File: src/rtl/seq_shift_add_mult.sv
// Sequential shift-and-add multiplier that handles one multiplier bit per clock.
// It supports unsigned or two's-complement operands and uses a start/busy/done handshake.
module seq_shift_add_mult #(
    parameter int WIDTH      = 8,
    parameter bit EARLY_ZERO = 1'b1
) (
    input  logic                 clk,
    input  logic                 rst,
    input  logic                 start,
    input  logic                 signed_mode,
    input  logic [WIDTH-1:0]     operand_a,
    input  logic [WIDTH-1:0]     operand_b,
    output logic                 busy,
    output logic                 done,
    output logic [2*WIDTH-1:0]   product
);

    // state | meaning
    // IDLE  | waiting for start
    // BUSY  | iterating, one multiplier bit per cycle
    // DONE  | product updated this cycle; start is accepted again
    typedef enum logic [1:0] {IDLE, BUSY, DONE} state_t;

    localparam int CW = $clog2(WIDTH + 1);

    state_t             state, state_nxt;
    logic [WIDTH:0]     acc;
    logic [WIDTH-1:0]   mplier;
    logic [WIDTH-1:0]   mcand;
    logic               smode;
    logic [CW-1:0]      cnt;

    logic               accept;
    logic               zero_op;
    logic               last;
    logic [WIDTH:0]     addend;
    logic [WIDTH:0]     sum;
    logic [2*WIDTH:0]   shifted;

    always_comb begin
        accept  = start && (state == IDLE || state == DONE);
        zero_op = EARLY_ZERO && (operand_a == '0 || operand_b == '0);
        last    = (cnt == CW'(1));
    end

    // The final iteration weighs the multiplier MSB negatively in signed mode.
    always_comb begin
        addend = smode ? {mcand[WIDTH-1], mcand} : {1'b0, mcand};
        sum    = acc;
        if (mplier[0])
            sum = (smode && last) ? acc - addend : acc + addend;
        shifted = {smode & sum[WIDTH], sum, mplier[WIDTH-1:1]};
    end

    always_ff @(posedge clk) begin
        if (rst)
            state <= IDLE;
        else
            state <= state_nxt;
    end

    always_comb begin
        state_nxt = state;
        case (state)
            IDLE: if (accept) state_nxt = zero_op ? DONE : BUSY;
            BUSY: if (last) state_nxt = DONE;
            DONE: begin
                if (start)
                    state_nxt = zero_op ? DONE : BUSY;
                else
                    state_nxt = IDLE;
            end
            default: state_nxt = IDLE;
        endcase
    end

    always_ff @(posedge clk) begin
        if (rst) begin
            acc     <= '0;
            mplier  <= '0;
            mcand   <= '0;
            smode   <= 1'b0;
            cnt     <= '0;
            product <= '0;
        end else if (accept) begin
            acc    <= '0;
            mplier <= operand_b;
            mcand  <= operand_a;
            smode  <= signed_mode;
            cnt    <= CW'(WIDTH);
            if (zero_op)
                product <= '0;
        end else if (state == BUSY) begin
            acc    <= shifted[2*WIDTH:WIDTH];
            mplier <= shifted[WIDTH-1:0];
            cnt    <= cnt - CW'(1);
            if (last)
                product <= shifted[2*WIDTH-1:0];
        end
    end

    always_comb begin
        busy = (state == BUSY);
        done = (state == DONE);
    end

endmodule

File: config.mk
export PLATFORM = sky130hd
export DESIGN_NAME = seq_shift_add_mult
export DESIGN_NICKNAME = d
export VERILOG_FILES = /design/src/rtl/seq_shift_add_mult.sv
export SDC_FILE = /design/constraint.sdc
export NUM_CORES = 1
export LEC_CHECK = 0
export ABC_AREA = 1
export CORE_MARGIN = 3
export CORE_UTILIZATION = 30
export DETAILED_ROUTE_END_ITERATION = 8
export GPL_ROUTABILITY_DRIVEN = 0
export SLEW_MARGIN = 30
export SYNTH_ARGS = -nofsm -noshare
export SYNTH_HDL_FRONTEND = slang
export SYNTH_SLANG_ARGS = --single-unit
File: constraint.sdc
create_clock -name clk -period 3.7 [get_ports clk]
set_clock_uncertainty 0.2 [all_clocks]
set_input_delay 0.74 -clock clk [delete_from_list [all_inputs] [get_ports clk]]
set_output_delay 0.74 -clock clk [all_outputs]
set_load 0.1 [all_outputs]
* After elaboration in Yosys (flattened, before gate mapping)
Index checks and enable logic that the tools add are counted.
Widths: inputs -> output; s select.
** Operators by class
- $add $sub $neg :: 3
- Equal/unequal tests :: 6
- Muxes and demuxes :: 16
- Bitwise gates (word level) :: 1
- Reduce and logical (&&, ||, !) cells :: 12
** Operator list (number)
- $mux 16 :: 4
- $mux 9 :: 3
- $logic_not 8->1 :: 2
- $mux 8 :: 2
- $add 9x9->9 :: 1
- $sub 9x9->9 :: 1
- $mux 2 :: 4
- $mux 4 :: 2
- $pmux 2 s3 :: 1
- $eq 4x1->1 const B :: 1
- $ne 2x1->1 const B :: 2
- $reduce_bool 2->1 :: 2
- $sub 4x1->4 const B :: 1
- $reduce_and 3->1 :: 1
- $eq 2x1->1 const B :: 1
- $eq 2x2->1 const B :: 1
- $logic_and 1x1->1 :: 2
- $logic_not 2->1 :: 1
- $logic_or 1x1->1 :: 2
- $ne 2x2->1 const B :: 1
- $reduce_and 2->1 :: 1
- $reduce_or 2->1 :: 1
- $and 1x1->1 :: 1
** Storage, ports and cells
- Flip-flop bits (word level) :: 48
- Output and inout port bits :: 18
- Logic and storage cells :: 46

* Logic depth before layout (Yosys ltp)
Gate-level depths: netlist of the first run.
- Depth after elaboration :: 7
- Depth in mapped cells :: 19
- Depth with buffers taken out :: 19

* Least setup slack after synthesis of the first run
No wires, ideal clock.
- Kind :: register -> register
- Start :: register cnt[1]
- End :: register acc[8]
- Setup time :: 0.066 ns
- Arrival :: 2.300 ns
- Setup slack :: 1.134 ns
- Stages on the path, launching flop included :: 20
- Clock period less this slack :: 2.566 ns
- Cell sequence :: dfxtp_1 -> inv_1 -> ha_1 -> nand3_2 -> inv_1 -> or2_2 -> xor2_1 -> inv_1 -> ha_1 -> nand2_1 -> nand2_1 -> a21oi_1 -> nand2_1 -> inv_1 -> nand2_2 -> nand3_1 -> nand2_1 -> nand2_2 -> nand3_2 -> a21oi_2
** On the way
- Longest elaborated chain between the ends :: 5
** Ends and longest elaborated chain
- start, declared :: RTL line 31 : logic [CW-1:0] cnt;
- start signal, assigned :: RTL line 90 : cnt <= CW'(WIDTH);
- start signal, assigned :: RTL line 96 : cnt <= cnt - CW'(1);
- $eq 4x1->1 :: RTL line 43 : last = (cnt == CW'(1));
- $logic_and 1x1->1 :: RTL line 51 : sum = (smode && last) ? acc - addend : acc + addend;
- $mux 9 :: RTL line 51
- $mux 9 :: RTL line 50 : if (mplier[0])
- $and 1x1->1 :: RTL line 52 : shifted = {smode & sum[WIDTH], sum, mplier[WIDTH-1:1]};
- end signal, assigned :: RTL line 94 : acc <= shifted[2*WIDTH:WIDTH];
- end, declared :: RTL line 27 : logic [WIDTH:0] acc;
No other way between the ends.
A chain may end at the register's enable or synchronous reset.

* Worst setup path after layout of the first run
- Start :: register cnt[1]
- End :: register product[15]
** On the way
- Longest elaborated chain between the ends :: 7
** Ends and longest elaborated chain
- $eq 4x1->1 * :: RTL line 43
- $logic_and 1x1->1 :: RTL line 51
- $mux 9 :: RTL line 51
- $mux 9 :: RTL line 50
- $mux 16 :: RTL line 97 : if (last)
- $mux 16 :: RTL line 93 : end else if (state == BUSY) begin
- $mux 16 :: RTL line 85 : end else if (accept) begin
- end signal, assigned :: RTL line 98 : product <= shifted[2*WIDTH-1:0];
- end, declared :: RTL line 15 : output logic [2*WIDTH-1:0] product
Mark *: on every way between the ends. The rest lies on a longest branch, timed or not. The select of a mux whose other input is x is not followed.

==> impl_metrics.ini, run 1 <==
[run_status]
status = completed

[power_and_ir_drop]
power.density_cell_area_nw_per_um2 = 390.6
power.total_uw = 1205
peak_supply_drop_mv = 0.1756
power_leakage_uw = 0.001268

[timing]
hold_slack_ps = 266.8
timing_worst_slew_pin_value_ps = 972.2
tmin_final_ps = 2851
relSlewSlack_pct = 34.98
grt_setup_unrepaired = no
number_of_pins_with_negative_max_slew_slack_in_the_final_report = 0
achievable-frequency_mhz = 350.7
fin_hold_viols = 0
finalCritPeriodShare_pct = 77.06
setup-violations-final = 0
setup_tns_ps = 0

[clock_network]
tritoncts_num_sinks = 48
htreeDepth = 2
cts.reportedPaths.clkPinSlew_ps = 90
post_cts_resize_count = 0
tritoncts.num_buffers = 5
postCtsSetupBuffers = 0
clk-insertion-delay-late_ps = 300
hold_buffers = 0
clk_path_buf_depth = 2
clock_tree_from_tritoncts = done
cts.root.buffer_cell = sky130_fd_sc_hd__clkbuf_8

[worst_setup_path]
reg2reg_slack_ps = 850
endpoint_required_time_on_the_critical_path_ps = 3750
worstSetupPathType = register to register
worst_setup_ep_type = register
timing.critical_path.from_type = register
crit_arrival_ps = 2900
worst_path_fanout_max = 6

[logic_synthesis]
synth_area_leader_cell = sky130_fd_sc_hd__dfxtp_1
synth.avg_cell_area_um2 = 7.011
ys_async_sr_fraction_pct = 0
synth_flop_cell = sky130_fd_sc_hd__dfxtp_1
ys_ff_latch = 48
synth_sequential_area_ratio_pct = 37.76
syn_area_um2 = 2545
yosysTopAreaCellShare_pct = 37.76
post_synth_most_frequent_cells = 100 x sky130_fd_sc_hd__nand2_1, 48 x sky130_fd_sc_hd__dfxtp_1, 38 x sky130_fd_sc_hd__inv_1
yosysMostFrequentCell = sky130_fd_sc_hd__nand2_1
count_of_cell_types_in_the_netlist = 31
postSynthNetCount = 395
ys_warn_count = 0
syn-instance-count = 363
synth_top_cells_by_area = sky130_fd_sc_hd__dfxtp_1 38%, sky130_fd_sc_hd__nand2_1 15%, sky130_fd_sc_hd__a21oi_1 7.1%
number_of_flops_mapped_to_enable_cells_by_yosys = 0

[floorplan]
floorplan.die_area_um2 = 9625
floorplan.core_area_um2 = 7968
floorplan.rows = 32
initial_standard_cell_utilization_of_the_core_pct = 31.94
ios = 38
die_height_um = 98.11
die-width_um = 98.11

[layout]
fill_cells = 836
area_growth_syn_to_layout_pct = 21.24
drive_gt1_share_pct = 10.05
nets_final = 429
sequential_area_um2 = 960.9
multi_input_gate_area_in_the_final_layout_um2 = 1348
diodes = 0
layout.core_utilization_pct = 38.72

[route]
wire_per_inst_um = 12.28
ant_nets = 0
drt_first_pass_iters = 4
route.detailed.vias_per_inst = 4.696
drc_errors = 0
initialDrtViolationCount = 116
detailroute.via_count = 2348
drt-total-wl_mm = 6.142

[global_route]
grt_first_pass_wirelength_mm = 10.45
grt_use_total_pct = 13.01
initial_antenna_violation_count = 0
grt_pass1_vias = 2265
overflow = 0
pin_count_of_the_biggest_net_entering_global_routing = 27

[place]
dp_hpwl_mm = 4.565
placement.io_buffers = 37

[worst_hold_path]
worst_min_path_class = register to register

[run]
timing.max_cap.violations = 0
[cell usage in the layout (no fill, tap or decap), drive strengths merged]
| cell type | instances |
|---|---|
| a211oi | 2 |
| a21oi | 39 |
| a31oi | 10 |
| buf | 4 |
| clkbuf | 6 |
| clkdlybuf4s50 | 35 |
| clkinv | 1 |
| dfxtp | 48 |
| fa | 1 |
| ha | 11 |
| inv | 47 |
| nand2 | 106 |
| nand3 | 17 |
| nand4 | 2 |
| nor2 | 26 |
| nor3 | 2 |
| nor4 | 4 |
| o21ai | 25 |
| or2 | 3 |
| xnor2 | 3 |
| xor2 | 6 |
[final cells by class]
class | count | share of cell area, %
Clock inverter | 2 | 0.4461
Clock buffer | 6 | 2.676
Inverter | 46 | 5.596
Tap cell | 102 | 4.136
Sequential cell | 48 | 31.14
Timing Repair Buffer | 39 | 12.33
Multi-Input combinational cell | 257 | 43.67
[logic make-up after synthesis]
logic type      count (synthesis)  synth area share [%]
xor+xnor                        9                 3.098
buf+inv                        58                 9.292
fa+ha+maj                      12                 6.195
compound gates                 76                 16.37
flops                          48                 37.76
simple gates                  160                 27.29
[routing by layer]
metal | track usage, % | vias to the layer above | share of wire (%) | wire [um]
met5 | 0 | - | 0 | 0
met4 | 3.621 | 0 | 0.31 | 19
met3 | 2.571 | 2 | 3.1 | 192
met2 | 22.41 | 33 | 48 | 2951
met1 | 16.53 | 1077 | 48 | 2978
li1 | - | 1236 | - | -
[critical path: stages, from the launching register on]
cell and delay (ps):
sky130_fd_sc_hd__dfxtp_1 340, sky130_fd_sc_hd__inv_1 70, sky130_fd_sc_hd__ha_1 210, sky130_fd_sc_hd__nand3_2 140, sky130_fd_sc_hd__inv_1 100, sky130_fd_sc_hd__or2_2 300, sky130_fd_sc_hd__xor2_1 130, sky130_fd_sc_hd__inv_1 60
sky130_fd_sc_hd__ha_1 340, sky130_fd_sc_hd__nand2_1 90, sky130_fd_sc_hd__nand2_1 60, sky130_fd_sc_hd__a21oi_1 130, sky130_fd_sc_hd__nand2_1 90, sky130_fd_sc_hd__nand3_1 110, sky130_fd_sc_hd__nand4_1 110, sky130_fd_sc_hd__nand2_2 130
sky130_fd_sc_hd__nand3_2 70, sky130_fd_sc_hd__a21oi_2 120
[sequential cells by signal (all words and copies together) (netlist names)]
| signal | flops |
|---|---|
| acc | 9 |
| cnt | 4 |
| mcand | 8 |
| mplier | 8 |
| product | 16 |
| smode | 1 |
| state | 2 |
[path summary, 6_finish.rpt]
path / startpoint / to / cells past startpoint
max: cnt[1] / product[15] / 17
min: product[10] / product[10] / 2
max reg2reg: cnt[1] / product[15] / 17
min reg2reg: product[10] / product[10] / 2
[per-stage QoR]
| step | instance area (um2) | setup WS (ps) | std cells |
|---|---|---|---|
| detailed placement | 2989 | 918.5 | 492 |
| global placement | 2989 | 938.8 | 492 |
| floorplan | 2545 | 1134 | 363 |
| finish | 3085 | 848.7 | 500 |
| CTS | 3085 | 852.8 | 500 |
| global route | 3085 | 516.8 | 500 |
[power by group]
part	leakage (uW)	switching, uW	internal (uW)
Clock	0.0000516	190	153
Combinational	0.000825	182	114
Sequential	0.000392	24.7	541
(Power assumes the default switching activity.)
==> run 2, diff against run 1 <==
- clock period: 3.7 -> 2.3 ns (I/O delays scaled with it)
==> impl_metrics.ini, run 2 (synthesis gave the netlist of run 1 again) <==
[run_status]
status = finished with violations
violations = setup timing

[layout]
largest_register_ff_count = 16
registers.top_by_ff_count = product
area_growth_syn_to_layout_pct = 41.99
layout.cells.most_common = sky130_fd_sc_hd__nand2_1
diodes = 0
drive_gt1_share_pct = 30.84
final_cells = 530
layout_common_cells = 88 x sky130_fd_sc_hd__nand2_1, 48 x sky130_fd_sc_hd__buf_4, 44 x sky130_fd_sc_hd__dfxtp_1
nets_final = 460
top_regs = product: 16 flops, acc: 9 flops

[floorplan]
initial_standard_cell_utilization_of_the_core_pct = 31.94
floorplan.rows = 32
floorplan.core_area_um2 = 7968
floorplan.die_area_um2 = 9625
die_height_um = 98.11
ios = 38
die-width_um = 98.11

[timing]
achievable-frequency_mhz = 401.4
number_of_pins_with_negative_max_slew_slack_in_the_final_report = 0
tmin_final_ps = 2491
setup_tns_ps = -1698
finalCritPeriodShare_pct = 108.3
final_critical_path_setup_slack_ps = -191.5
grt_setup_unrepaired = yes
setup-violations-final = 12
timing_worst_slew_pin_value_ps = 443.3
relSlewSlack_pct = 70.41
fin_hold_viols = 0

[clock_network]
clock_tree_from_tritoncts = done
postCtsSetupBuffers = 0
clk-insertion-delay-late_ps = 320
cts.reportedPaths.clkPinSlew_ps = 100
clk_path_buf_depth = 2
htreeDepth = 2
cts.root.buffer_cell = sky130_fd_sc_hd__clkbuf_8
tritoncts.num_buffers = 5
tritoncts_num_sinks = 48

[worst_setup_path]
worst_setup_ep_type = register
endpoint_required_time_on_the_critical_path_ps = 2360
timing.rr.start = cnt[0]
crit_arrival_ps = 2550
timing.critical_path.from = cnt[0]
worst_path_fanout_max = 5
timing.critical_path.from_type = register
worstSetupPathType = register to register

[place]
placed_cells_incl_taps = 523
placement.io_buffers = 37
worst_setup_slack_post_dpl_ps = -361.1
dp_hpwl_mm = 4.768

[route]
drc_errors = 0
drt-total-wl_mm = 6.474
route.detailed.vias_per_inst = 4.666
drt_first_pass_iters = 7
wire_per_inst_um = 12.22
ant_nets = 0
detailroute.via_count = 2473
initialDrtViolationCount = 71

[worst_hold_path]
hold_start = product[14]
worst_min_path_class = register to register

[global_route]
overflow = 0
grt_use_total_pct = 13.31
grt_first_pass_wirelength_mm = 10.57
initial_antenna_violation_count = 0
grt_pass1_vias = 2264
pin_count_of_the_biggest_net_entering_global_routing = 25

[power_and_ir_drop]
power_leakage_uw = 0.001499
power.density_cell_area_nw_per_um2 = 653.9
peak_supply_drop_mv = 0.3383

[run]
timing.max_cap.violations = 0
## run 2: power by group
group	internal, uW	leakage (uW)	total (uW)	switching, uW
Sequential	871	0.000393	909	37.6
Clock	428	0.0000642	732	304
Combinational	338	0.00104	722	384
## run 2: worst paths after layout
path                 endpoint  slack, ps  depth (start not counted)
setup / recovery  product[15]       -190                         16
hold / removal    product[14]        270                          2
setup reg to reg  product[15]       -190                         16
hold reg to reg   product[14]        270                          2
## run 2: layout make-up
cell class / count / area [um2]
timing repair buffer: 70 / 601.8
tap: 102 / 127.6
clock buffer: 5 / 68.82
inverter: 46 / 175.2
clock inverter: 2 / 60.06
sequential: 48 / 968.4
multi-input combinational: 257 / 1612
fill: 797 / 4354
## run 2: per-layer routing
layer | vias up | routed length, um | global-route usage [%]
met2 | 41 | 3186 | 22.72
met5 | - | 0 | 0
met1 | 1132 | 2986 | 17.21
met4 | 0 | 80 | 3.514
met3 | 6 | 221 | 2.500
li1 | 1294 | - | -
## run 2: critical path, stage by stage, from the launching register on
cell                      delay [ps]
sky130_fd_sc_hd__dfxtp_4         370
sky130_fd_sc_hd__ha_4            160
sky130_fd_sc_hd__nand3_4          70
sky130_fd_sc_hd__inv_4            50
sky130_fd_sc_hd__or2_4           250
sky130_fd_sc_hd__xor2_4          160
sky130_fd_sc_hd__ha_4            290
sky130_fd_sc_hd__nand3_2          80
sky130_fd_sc_hd__nand2_2         100
sky130_fd_sc_hd__nand2_1          70
sky130_fd_sc_hd__nand2_2          90
sky130_fd_sc_hd__nand3_2          80
sky130_fd_sc_hd__nand3_2          90
sky130_fd_sc_hd__nand2_2          60
sky130_fd_sc_hd__nand2_2         100
sky130_fd_sc_hd__nand3_2          70
sky130_fd_sc_hd__a21oi_2         120
## run 2: timing repair
action                     CTS  global route
resized for setup           26            29
pin swaps                   15            27
setup endpoints to repair   17            17
hold buffers                 0             0
## run 2: through the flow
step                      hold slack, ps  area (um2)  utilization [%]  power [uW]
after CTS                          267.3        3471            43.56        2289
after floorplan                    255.0        2585                -        1298
after global placement             251.9        3247            40.75        1514
after detailed placement           253.4        3247            40.75        1522
after global routing               285.1        3613            45.35        2483
final                              269.7        3613            45.35        2363
